## src/rtl/mem_arbiter.sv

```systemverilog
// Two-port line arbiter in front of Data_Memory: data-cache (D) and instruction-fetch (I)
// requesters share one single-outstanding memory handshake, round-robin or D-priority.
module mem_arbiter #(
  parameter bit RR_EN = 1'b1
) (
  input  logic         clk_i,
  input  logic         rst_i,

  input  logic         d_enable_i,
  input  logic         d_write_i,
  input  logic [31:0]  d_addr_i,
  input  logic [255:0] d_data_i,
  output logic         d_ack_o,
  output logic [255:0] d_data_o,

  input  logic         i_enable_i,
  input  logic [31:0]  i_addr_i,
  output logic         i_ack_o,
  output logic [255:0] i_data_o,

  output logic         mem_enable_o,
  output logic         mem_write_o,
  output logic [31:0]  mem_addr_o,
  output logic [255:0] mem_data_o,
  input  logic         mem_ack_i,
  input  logic [255:0] mem_data_i,

  output logic         busy_o,
  output logic [1:0]   grant_o
);

  typedef enum logic [1:0] {
    IDLE   = 2'd0,
    BUSY_D = 2'd1,
    BUSY_I = 2'd2
  } state_t;

  state_t r_state, w_state_nxt;
  // 1 = instruction port owned the most recent grant
  logic   r_last_i, w_last_i_nxt;
  logic   w_busy_d, w_busy_i;

  always_ff @(posedge clk_i) begin
    if (rst_i) begin
      r_state  <= IDLE;
      r_last_i <= 1'b1;
    end else begin
      r_state  <= w_state_nxt;
      r_last_i <= w_last_i_nxt;
    end
  end

  always_comb begin
    w_state_nxt  = r_state;
    w_last_i_nxt = r_last_i;
    case (r_state)
      IDLE: begin
        if (d_enable_i && i_enable_i) begin
          if (RR_EN && !r_last_i) begin
            w_state_nxt  = BUSY_I;
            w_last_i_nxt = 1'b1;
          end else begin
            w_state_nxt  = BUSY_D;
            w_last_i_nxt = 1'b0;
          end
        end else if (d_enable_i) begin
          w_state_nxt  = BUSY_D;
          w_last_i_nxt = 1'b0;
        end else if (i_enable_i) begin
          w_state_nxt  = BUSY_I;
          w_last_i_nxt = 1'b1;
        end
      end
      BUSY_D, BUSY_I: begin
        if (mem_ack_i) w_state_nxt = IDLE;
      end
      default: w_state_nxt = IDLE;
    endcase
  end

  // Request fields are not latched; the owner holds them stable until its ack.
  always_comb begin
    w_busy_d     = (r_state == BUSY_D);
    w_busy_i     = (r_state == BUSY_I);
    mem_enable_o = w_busy_d | w_busy_i;
    mem_write_o  = w_busy_d & d_write_i;
    mem_addr_o   = '0;
    mem_data_o   = '0;
    if (w_busy_d) begin
      mem_addr_o = d_addr_i;
      mem_data_o = d_data_i;
    end else if (w_busy_i) begin
      mem_addr_o = i_addr_i;
    end
    d_ack_o  = mem_ack_i & w_busy_d;
    i_ack_o  = mem_ack_i & w_busy_i;
    d_data_o = mem_data_i;
    i_data_o = mem_data_i;
    grant_o  = {w_busy_i, w_busy_d};
    busy_o   = w_busy_d | w_busy_i;
  end

endmodule

```

## config.mk

```make
export PLATFORM = sky130hd
export DESIGN_NAME = mem_arbiter
export DESIGN_NICKNAME = d
export VERILOG_FILES = /design/src/rtl/mem_arbiter.sv
export SDC_FILE = /design/constraint.sdc
export NUM_CORES = 1
export LEC_CHECK = 0
export ABC_AREA = 0
export BUFFER_PORTS_ARGS = -buffer_cell sky130_fd_sc_hd__buf_2
export CORE_AREA = 3 3 543 545
export CTS_CLUSTER_DIAMETER = 80
export DETAILED_ROUTE_END_ITERATION = 12
export DIE_AREA = 0 0 546 548
export PLACE_DENSITY = 0.3
export SLEW_MARGIN = 40
export SYNTH_ARGS = -nofsm -noshare
export SYNTH_HDL_FRONTEND = slang
export SYNTH_SLANG_ARGS = --single-unit
```

## constraint.sdc

```tcl
create_clock -name clk_i -period 2 [get_ports clk_i]
set_clock_uncertainty 0.05 [all_clocks]
set_input_delay 0.4 -clock clk_i [delete_from_list [all_inputs] [get_ports clk_i]]
set_output_delay 0.4 -clock clk_i [all_outputs]
set_load 0.05 [all_outputs]
```

# == Word-level counts from Yosys, hierarchy flattened ==
# Cells that the tools add are included.
# classes
add_sub_neg,0
mul,0
n_div,0
magnitude_cmp,0
n_eq_ne,4
shift,0
n_mux,13
n_bitwise,4
n_reduce_logical,6
# op_table
op,count
$mux W256,1
$mux W32,2
$mux W2,5
$mux W1,4
$ne A4 B4 Y1 const B,1
$pmux W2 S2,1
$reduce_and A2 Y1,2
$and A1 B1 Y1,3
$reduce_bool A3 Y1,1
$eq A2 B1 Y1 const B,1
$eq A2 B2 Y1 const B,1
$logic_not A2 Y1,1
$ne A2 B2 Y1 const B,1
$reduce_or A2 Y1,1
$logic_and A1 B1 Y1,1
$or A1 B1 Y1,1
# totals
ff_bits,3
latch_bits,0
ram_bits,0
romBits,0
input_bits,582
output_inout_bits,807
elab_cells,29
n_memories,0

# == Depth between registers and ports, before layout ==
# depth
ltp_word,4
ltp_mapped,6
depth_no_buf,5

# == Least setup slack after synthesis ==
# No wires, ideal clock.
# synth_path
kind,register to output
startpoint,register r_state[1]
endpoint,output port mem_addr_o[30]
arrival_time_ns,2.027
t_required_ns,1.550
setup_slack_ns,-0.477
path_stages_with_launch,6
n_path_buf,2
cell_sequence,dfxtp_1 > inv_1 > ha_1 > buf_6 > buf_2 > o21ai_0
# synth_via
elab_cells_between_ends,4
classes_between,eq/ne: 2; mux: 2
# synth_rtl
item,line_no,source
"start, declared",38,"state_t r_state, w_state_nxt;"
"start signal, assigned",48,r_state <= w_state_nxt;
$eq A2 B1 Y1,83,w_busy_d = (r_state == BUSY_D);
net w_busy_d,41,"logic w_busy_d, w_busy_i;"
$mux W32,89,if (w_busy_d) begin
"end, declared",23,"output logic [31:0] mem_addr_o,"
# The timed path passes the listed nets, and every way through them passes these cells.

# == Worst setup path after layout ==
# layout_path
startpoint,register r_state[1]
endpoint,output port mem_data_o[140]
# layout_via
elab_chain_len,2
# layout_lines
item,line_no,source
$eq A2 B1 Y1,83,
$mux W256,89,
"end, declared",24,"output logic [255:0] mem_data_o,"
# Every way passes these cells.

==> summary.txt <==
Clocking
  – Worst-Skew Late Latency: 0.22 ns
  – CTS tree: yes
  – CTS root buf: clkbuf_16
  – Worst-path clk slew: 0.03 ns
  – CTS max path bufs: 2
  – H-Tree Depth: 1
  – Inserted Clock Buffers: 3
  – CTS hold repair buffers: 0
  – Clock tree sinks: 3

Placement
  – IO Port Bufs: 620
  – RePlAce Congestion: about 0.9
  – Area after DPL: 14,800 sq um
  – DP Wirelength: 146 mm
  – Worst slack, placed: -0.478 ns

Detailed routing
  – Final WL: 158 mm
  – DR pass1 iterations: 4
  – Vias: 6,613
  – Routed vias/inst: 1.34
  – Antenna Violating Nets Remaining: 0
  – Iteration-0 DRC Markers: about 300
  – Residual DRC: 0
  – Routed length per instance: 32.0 microns

Setup path
  – Critical Path End Type: output port
  – CP Launch Type: flop
  – Slowest-stage cell, CP: dfxtp_2
  – Crit path launch: r_state[1]
  – Slowest stage delay, CP: 0.32 ns
  – Crit-path cells: inv_2 > ha_4 > buf_4 > buf_16 > buf_12 > buf_16 > and2_4 > buf_12
  – Worst r2r src: r_state[0]
  – WP data arrival: 1.86 ns
  – Critical path fanouts, max: 12
  – Worst setup path category: reg -> out
  – Worst EP required: 1.55 ns

Cells and area
  – Synth-to-layout area growth: 169%
  – Nets: between 1,500 and 2,000
  – Share of cells above drive strength 1: 90.4%
  – Final Core Density: 5.71%
  – Final instance area: 16,600 sq um

Power and ir drop
  – Peak supply drop: about 0.20 mV
  – Pleak: 5.80 nW
  – Pwr/cell area: 399 nW/um^2

STA
  – Slew Limit Fails: 0
  – Worst setup margin: -0.311 ns
  – Rel. slew slack: 78.7%
  – Crit path time final: 2.31 ns
  – Worst-margin pin slew: around 0.32 ns
  – Unrepaired setup endpoints after global routing: true
  – Max Fclk: 433 MHz
  – Hold WS: 0.380 ns
  – Hold Vio Cnt, Final: 0
  – Final worst path period share: 116%
  – Final setup viols: 275

Floorplan
  – Die H: 548 microns
  – Row cnt: 198
  – Io pins: 1,389
  – Die area: 299,000 sq um
  – Core box area: 291,000 sq um
  – Starting Density: 2.12%
  – Chip Width: around 550 microns

Synth
  – Post-synth EDFFs: 0
  – Top cell type's share of synthesized area: 63.1%
  – Top post-synthesis cells by count: 518 x buf_4, 259 x and2_1, 31 x a22o_1, 25 x clkbuf_2, 4 x buf_2
  – Yosys cell types: 22
  – Most frequent cell after synthesis: buf_4
  – Post-Syn Area per Cell: 7.14 sq um
  – Yosys reg bits: 3
  – Yosys top cell by area: buf_4
  – Synth Warn #: 0
  – Predominant post-synthesis flop cell: dfxtp_1
  – Seq/Total Area, Yosys: 0.974%
  – Synthesized instance count: 864
  – Post-Syn Nets: 1,449
  – Ys async rst share: 0%
  – Synthesized area: 6170 sq um
  – Top cells by area, synth: buf_4 63%, and2_1 26%, a22o_1 4.4%, clkbuf_2 2.0%, dfxtp_1 0.97%

GRT
  – Largest net degree at the start of global routing: 43
  – Vias in the first global route: 6,974
  – First-pass GRT wire length: 174 mm
  – Overflow after GRT: 0
  – GRT Util Overall: approximately a tenth
  – Initial antenna violation count: 61

Status
  – Violated checks: negative setup slack
  – Status: finished with violations

Hold path
  – Beginning of the worst hold path: rst_i
  – HP Class: in -> reg

Flow run
  – Max cap viols: 0
==> critical path: cells and delay by family, from the launching register on <==
family / cells / cell delay [ns]
adders and majority gates: 1 / 0.16
buffers and inverters: 6 / 0.88
DFF: 1 / 0.32
and+or+nand+nor: 1 / 0.17
==> per-stage QoR <==
stage                     std cells  total power, mW  setup TNS [ns]
final                          4942             6.62          -54.98
after global routing           4931             6.95          -72.53
after CTS                      4921             6.65          -53.94
after detailed placement       4887             5.48           -6.68
after global placement         4887             5.53           -9.16
after floorplan                 864             4.84               0
==> final timing paths <==
path	to	depth (start not counted)	slack [ns]
worst min register to register	r_last_i	2	0.52
worst min-delay path	r_state[1]	2	0.38
worst max-delay path	mem_data_o[140]	8	-0.31
worst max register to register	r_state[0]	6	0.56
==> flip-flops by register name, indices dropped and copies added, names as in the netlist <==
| name | cells |
|---|---|
| r_last_i | 1 |
| r_state | 2 |
==> metal layers <==
| layer | global-route usage (%) | up-vias | part of all wire, % |
|---|---|---|---|
| met5 | 0.554 | - | 0.18 |
| met4 | 3.56 | 8 | 4.7 |
| met3 | 13.7 | 378 | 30 |
| met2 | 13.1 | 936 | 38 |
| met1 | 8.13 | 2809 | 27 |
| li1 | - | 2482 | - |
==> timing repair <==
item,CTS,global route
cloned,18,9
resized for setup,329,22
setup endpoints to repair,274,278
setup buffers,22,4
pin swaps,76,8
==> cells in the final DEF, fill, tap and decap left out, drive strengths merged <==
| cell type | synthesis | routed |
|---|---|---|
| a21o | 1 | 1 |
| a21oi | 1 | 1 |
| ha | 3 | 3 |
| a22o | 31 | 31 |
| nand3b | 1 | 1 |
| buf | 525 | 705 |
| nor2b | 1 | 1 |
| clkbuf | 25 | 11 |
| inv | 3 | 3 |
| nor2 | 1 | 1 |
| and2 | 259 | 259 |
| o32ai | 2 | 2 |
| nand2 | 2 | 2 |
| a31oi | 1 | 1 |
| or2 | 1 | 1 |
| diode | 0 | 12 |
| o221ai | 1 | 1 |
| nand2b | 1 | 1 |
| a2bb2oi | 1 | 1 |
| dfxtp | 3 | 3 |
| o21ai | 1 | 1 |
==> report_power, final <==
group	internal (mW)	total [mW]	leakage, nW	switching [mW]
Sequential	0.0690	0.0748	0.0255	0.00586
Clock	0.263	0.319	0.0382	0.0557
Combinational	2.73	6.22	5.74	3.49
==> kinds of logic (layout without fill, tap and decap cells) <==
| group | count (synthesis) | count (layout) | share of synthesized area, % |
|---|---|---|---|
| other | 0 | 12 | 0 |
| flip-flops | 3 | 3 | 0.974 |
| AND/OR/NAND/NOR | 266 | 266 | 26.9 |
| AO/OA/AOI/OAI | 39 | 39 | 5.36 |
| buffers and inverters | 553 | 719 | 66.1 |
| adder cells (fa/ha/maj) | 3 | 3 | 0.609 |
==> cell type report <==
type / instances / area, sq um
diodes: 12 / 30.0
multi-input cells: 308 / 2730
repair buffers: 712 / 8800
inverters: 3 / 11.3
well taps: 3900 / 4880
fillers: 34200 / 274000
clock buffers: 4 / 78.8
flip-flops and latches: 3 / 62.6
Note: power is estimated with default switching activity, not from simulation.
